===== src/rtl/bypass_regfile.sv =====
// bypass_regfile: register file with an in-flight writeback pipeline and an
// operand bypass network. Entries enter stage 0 on issue, advance one stage per
// cycle and commit to the register file from stage DEPTH-1. Late data can be
// attached at stage FILL_STAGE. Read ports return the youngest in-flight value
// or the register file contents, and request a stall when the value is missing.
// Optional macro: BYPASS_REGFILE_BYPASS_EN enables forwarding. When it is left
// undefined, any matching in-flight writer stalls the read port and the read
// data always comes from the register file.
module bypass_regfile #(
    parameter int XLEN       = 32,
    parameter int NREGS      = 32,
    parameter int DEPTH      = 3,
    parameter int NRD        = 2,
    parameter int FILL_STAGE = 1,
    localparam int AW        = $clog2(NREGS)
) (
    input  logic                clk,
    input  logic                rst,
    input  logic                iss_val,
    input  logic                iss_wen,
    input  logic [AW-1:0]       iss_waddr,
    input  logic [XLEN-1:0]     iss_data,
    input  logic                iss_dval,
    input  logic                kill_s0,
    input  logic                fill_val,
    input  logic [XLEN-1:0]     fill_data,
    input  logic [NRD*AW-1:0]   rd_addr,
    output logic [NRD*XLEN-1:0] rd_data,
    output logic [NRD-1:0]      rd_stall,
    output logic                wb_val,
    output logic [AW-1:0]       wb_addr,
    output logic [XLEN-1:0]     wb_data,
    output logic                err
);

    logic [DEPTH-1:0]           val_q, val_d;
    logic [DEPTH-1:0]           wen_q, wen_d;
    logic [DEPTH-1:0]           dval_q, dval_d;
    logic [DEPTH-1:0][AW-1:0]   waddr_q, waddr_d;
    logic [DEPTH-1:0][XLEN-1:0] data_q, data_d;
    logic [NREGS-1:0][XLEN-1:0] rf_q;
    logic                       err_q;
    logic                       fill_hit;
    logic                       commit;

    assign fill_hit = fill_val & val_q[FILL_STAGE] & wen_q[FILL_STAGE] & ~dval_q[FILL_STAGE];
    assign commit   = val_q[DEPTH-1] & wen_q[DEPTH-1] & (waddr_q[DEPTH-1] != '0);

    // Shift chain next state: issue into stage 0, squash on kill, attach late data.
    always_comb begin
        val_d[0]   = iss_val;
        wen_d[0]   = iss_wen;
        waddr_d[0] = iss_waddr;
        data_d[0]  = iss_data;
        dval_d[0]  = iss_dval;
        for (int k = 1; k < DEPTH; k++) begin
            val_d[k]   = val_q[k-1];
            wen_d[k]   = wen_q[k-1];
            waddr_d[k] = waddr_q[k-1];
            data_d[k]  = data_q[k-1];
            dval_d[k]  = dval_q[k-1];
        end
        val_d[1] = val_q[0] & ~kill_s0;
        if (fill_hit) begin
            data_d[FILL_STAGE+1] = fill_data;
            dval_d[FILL_STAGE+1] = 1'b1;
        end
    end

    // Pipeline registers advance unconditionally every cycle.
    always_ff @(posedge clk or posedge rst) begin
        if (rst) begin
            val_q   <= '0;
            wen_q   <= '0;
            dval_q  <= '0;
            waddr_q <= '0;
            data_q  <= '0;
        end else begin
            val_q   <= val_d;
            wen_q   <= wen_d;
            dval_q  <= dval_d;
            waddr_q <= waddr_d;
            data_q  <= data_d;
        end
    end

    // Register file write from the last stage, plus the sticky missing-data flag.
    always_ff @(posedge clk or posedge rst) begin
        if (rst) begin
            rf_q  <= '0;
            err_q <= 1'b0;
        end else if (commit) begin
            rf_q[waddr_q[DEPTH-1]] <= data_q[DEPTH-1];
            if (!dval_q[DEPTH-1]) begin
                err_q <= 1'b1;
            end
        end
    end

    assign wb_val  = commit;
    assign wb_addr = waddr_q[DEPTH-1];
    assign wb_data = data_q[DEPTH-1];
    assign err     = err_q;

    // Read ports: scan oldest to youngest so the lowest matching stage wins.
    always_comb begin
        rd_data  = '0;
        rd_stall = '0;
        for (int i = 0; i < NRD; i++) begin
            rd_data[i*XLEN +: XLEN] = rf_q[rd_addr[i*AW +: AW]];
            for (int k = DEPTH-1; k >= 0; k--) begin
                if (val_q[k] && wen_q[k] && (rd_addr[i*AW +: AW] != '0) &&
                    (waddr_q[k] == rd_addr[i*AW +: AW])) begin
`ifdef BYPASS_REGFILE_BYPASS_EN
                    rd_data[i*XLEN +: XLEN] = data_q[k];
                    rd_stall[i]             = ~dval_q[k];
`else
                    rd_stall[i]             = 1'b1;
`endif
                end
            end
        end
    end

endmodule

===== config.mk =====
export PLATFORM = sky130hd
export DESIGN_NAME = bypass_regfile
export DESIGN_NICKNAME = d
export VERILOG_FILES = /design/src/rtl/bypass_regfile.sv
export SDC_FILE = /design/constraint.sdc
export NUM_CORES = 2
export LEC_CHECK = 0
export CORE_UTILIZATION = 56
export DETAILED_ROUTE_END_ITERATION = 16
export GPL_TIMING_DRIVEN = 0
export PLACE_DENSITY = 0.89
export SLEW_MARGIN = 20
export SYNTH_ARGS = -nofsm -noshare
export SYNTH_HDL_FRONTEND = slang
export SYNTH_SLANG_ARGS = --single-unit

===== constraint.sdc =====
create_clock -name clk -period 42.8 [get_ports clk]
set_input_delay 10.7 -clock clk [delete_from_list [all_inputs] [get_ports clk]]
set_output_delay 10.7 -clock clk [all_outputs]
set_load 0.01 [all_outputs]

# ---- Word-level counts from Yosys, hierarchy flattened
# Index checks and enable logic that the tools add are counted.
# Widths: inputs -> output; s select.
dict set report totals {
  register_bits 1145
  in_bits 86
  wordCells 96
}
dict set report classes {
  magnitude_cmp 4
  n_eq_ne 6
  mux 15
  n_bitwise 9
  reduce_logical 20
}
# operator n
set op_table {}
lappend op_table {{$bwmux 1024} 1}
lappend op_table {{$bmux 32 s5} 2}
lappend op_table {{$demux 32 s5} 1}
lappend op_table {{$mux 32} 4}
lappend op_table {{$eq 5x5->1} 6}
lappend op_table {{$lt 5x6->1 const B} 3}
lappend op_table {{$logic_and 1x1->1} 16}
lappend op_table {{$reduce_bool 5->1} 3}
lappend op_table {{$mux 1} 7}
lappend op_table {{$and 1x1->1} 6}
lappend op_table {{$ge 5x1->1 const B} 1}
lappend op_table {{$not 1->1} 3}
lappend op_table {{$reduce_and 2->1} 1}

# ---- Longest topological paths before layout
dict set report depth {
  word_depth 6
  mapped_depth 9
  depth_no_buf 5
}

# ---- Least setup slack after synthesis
# No wires, ideal clock.
dict set report synth_path {
  path_kind {input -> output}
  startpoint {input port rd_addr[2]}
  endpoint {output port rd_data[1]}
  t_arrival_ns 12.223
  required_time_ns 32.100
  slack_ns 19.877
  path_stages 6
  cell_sequence {buf_2 buf_2 buf_1 mux4_2 a2111oi_1 a21oi_1}
}
dict set report synth_between {
  elab_chain_len 2
}
# element line
set synth_rtl {}
lappend synth_rtl {{from (decl)} 27} ;# input logic [NRD*AW-1:0] rd_addr,
lappend synth_rtl {{$bmux 32 s5} 110} ;# rd_data[i*XLEN +: XLEN] = rf_q[rd_addr[i*AW +: AW]];
lappend synth_rtl {{$mux 32 (implied by the code)} 110}
lappend synth_rtl {{to (decl)} 28} ;# output logic [NRD*XLEN-1:0] rd_data,
# Every way passes these cells. The select of a mux whose other input is x is not followed.

# ---- Worst setup path after layout
dict set report layout_path {
  startpoint {input port rd_addr[3]}
  endpoint {output port rd_data[18]}
}
# The elaborated chain is that of the path after synthesis.

==> impl_metrics.ini <==
[outcome]
status = completed

[floorplan]
ios = 191
start_util_pct = 56.7
fp.dieH_um = 324
row_count = 117
coreArea_um2 = 102000
die_width_um = 324
dieArea_um2 = 105000

[critical_path]
worstPathRequired_ns = 32.10
slowest_stage = clkbuf_1
arrival_ns = 15.63
startpoint_type = primary input
end_kind = primary output
slowest_delay_ns = 0.95
path_cells = clkdlybuf4s50_1, nor2b_1, clkbuf_1, clkbuf_1, a211oi_1, a22oi_1, clkdlybuf4s50_1
cp_max_fo = 10
worst-setup-path-type = primary input to primary output

[cells_and_area]
area_growth_pct = 14.4
nNetsFinal = 4291
drive_above_1_share_pct = 39.2
post-route-util_pct = 64.8
final_area_um2 = 66200

[pwr]
pwr_density_cell_nw_per_um2 = 40.4
intPower_mw = 1.95
ir_drop_mv = 0.0377
p_switching_mw = 0.728
p_clk_share_pct = 39.8
p_sw_share_pct = 27.2
p_seq_share_pct = 46.0
p_leak_nw = 30.3
comb_power_share_pct = 14.2

[job]
maxCapViolCount = 0

[drt]
drc = 0
routedWlPerCell_um = 38.5
dr.pass1.iters = 9
drt_iter0_drc = 6171
wl_mm = 218
vias = 42469
vias_per_cell = 7.49
drtAntennaViolNets = 0

[synth]
netlist-cell-type-count = 52
synth_seq_area_share_pct = 49.5
avgSynthCellArea_um2 = 15.0
ys_seq_elements = 1145
synth_flop_cell = dfrtp_1
ys_async_sr_fraction_pct = 100
syn-num-nets = 3952
synth_largest_area_cell = dfrtp_1
synth_top_area_share_pct = 49.5
synthTopCellsByArea = dfrtp_1, mux2_2, mux4_2
synth-edff-count = 0
synth_area_um2 = 57900
ys_warn_count = 0
synth_cells = 3866

[clock_network]
ctsResizeCount = 0
clkSlewWorstSetupHoldPaths_ns = 0.06
hold_buffers = 0
post-cts-setup-buffers = 0
cts_tree = yes
clock_path_buffers = 3
clock-sinks = 1145
htreeDepth = 3
cts_root_buffer = clkbuf_16
clock_latency_ns = 0.76
numCtsBuffers = 115

[timing]
rsz0062_at_grt = no
finalSetupViolCount = 0
finalCriticalPeriod_ns = 26.33
clock.fmax_mhz = 38.0
slew_violations = 0
slew_headroom_pct = 6.61
worst_pin_slew_ns = 1.40
worst_hold_slack_ns = 0.326
finClkSkew_ns = 0.0264
fin_setup_tns_ns = 0
fin_crit_sh_pct = 61.5
hold_viol_final = 0

[global_routing]
antenna_found_initial = 9
grt_pass1_wl_mm = 309
grt_overflow_total = 0
met2_usage_pct = 58.5
grt_usage_pct = 42.2
gr-usage-met3_pct = 18.1
grt_start_max_net_pins = 36
use_met1_pct = 50.4
gr-max-usage-layer = met2
grt_pass1_vias = 43196

[place]
gp_routability_congestion = 1.06
post_dp_cell_area_um2 = 62300
port_buffers = 183
dpl.hpwl_mm = 156

[worst_hold_path]
hold_class = register to register
[through the flow]
step                      cells  power, mW  worst slack, ns
final                      5672       2.67            16.47
after detailed placement   5455       1.61            17.04
after global placement     5417       1.58             9.89
after floorplan            3866       1.45            16.29
after CTS                  5665       2.65            17.05
after global routing       5666       2.72            16.73
[flip-flops by register name, indices dropped and copies added, names as in the netlist]
signal	cells
rf_q	1024
data_d	32
data_q	32
wb_data	32
waddr_d	10
wb_addr	5
dval_q	3
val_q	3
wen_q	3
err	1
[layer usage]
metal,up-vias,wire [µm],part of all wire (%)
li1,15563,-,-
met5,-,158,0.072
met2,3759,90100,41
met3,1173,31300,14
met4,22,23900,11
met1,21952,72600,33
[cells by family (layout without fill, tap and decap cells)]
kind of cell | after synthesis | after routing | share of synthesized area (%)
buffers and inverters | 471 | 903 | 4.15
AOI/OAI and AO/OA | 453 | 453 | 5.69
other | 0 | 6 | 0
and+or+nand+nor | 103 | 103 | 0.996
xor gates and xnor gates | 28 | 28 | 0.423
muxes | 1666 | 1666 | 39.3
DFF | 1145 | 1145 | 49.5
[area by class of cell]
class	instances	area, µm²
fillers	7216	36000
flip-flops and latches	1145	28700
multi-input cells	2250	26900
clock buffers	173	3470
repair buffers	222	2620
plain buffers	467	2420
well taps	1368	1710
clock inverters	37	457
inverters	4	18.8
diodes	6	15.0
[final timing paths]
kind	startpoint	endpoint	slack (ns)	cells after the start
setup / recovery	rd_addr[3]	rd_data[18]	16.47	7
hold / removal	data_d[43]	data_q[43]	0.33	0
setup reg to reg	val_q[2]	rf_q[433]	40.17	5
hold reg to reg	data_d[43]	data_q[43]	0.33	0
max in group asynchronous	rst	rf_q[483]	30.39	9
min in group asynchronous	rst	rf_q[792]	10.42	2
[cell usage in the layout, fill, tap and decap left out, types with 15 or more instances in the layout]
cell,count
nor2_1,16
buf_1,21
xor2_1,18
mux2i_1,261
clkbuf_16,118
mux2_1,220
o221ai_1,65
clkinv_2,20
a21oi_1,86
mux2_2,804
clkbuf_1,220
a22oi_1,154
dfrtp_1,1145
buf_6,15
clkbuf_8,31
o22ai_1,62
nand2_1,21
buf_12,36
a22o_1,17
buf_4,98
clkbuf_2,23
a211oi_1,48
mux4_2,379
clkdlybuf4s50_1,183
buf_2,113
[power by group through the flow]
stage	clock network [mW]	logic (mW)	registers [mW]
final	1.06	0.379	1.23
after floorplan	0	0.231	1.22
after global placement	0	0.343	1.24
after global routing	1.10	0.387	1.24
after detailed placement	0	0.361	1.24
after CTS	1.06	0.364	1.23
[Yosys cell counts, types with 8 or more instances]
library cell,count
a22o_1,17
xnor2_1,10
o221ai_1,65
buf_1,25
mux2_2,804
a21oi_1,86
buf_2,111
a22oi_1,154
xor2_1,18
o22ai_1,62
a2111oi_2,8
nor2_1,16
nand2_1,21
a211oi_1,48
clkbuf_1,216
buf_6,15
dfrtp_1,1145
mux4_2,379
buf_4,98
mux2i_1,261
nand3_1,12
mux2_1,220
[critical path, delay by kind of cell]
family / cells / cell delay [ns]
buffers and inverters: 4 / 3.15
AO/OA/AOI/OAI: 2 / 1.28
AND/OR/NAND/NOR: 1 / 0.48
(Power assumes the default switching activity.)
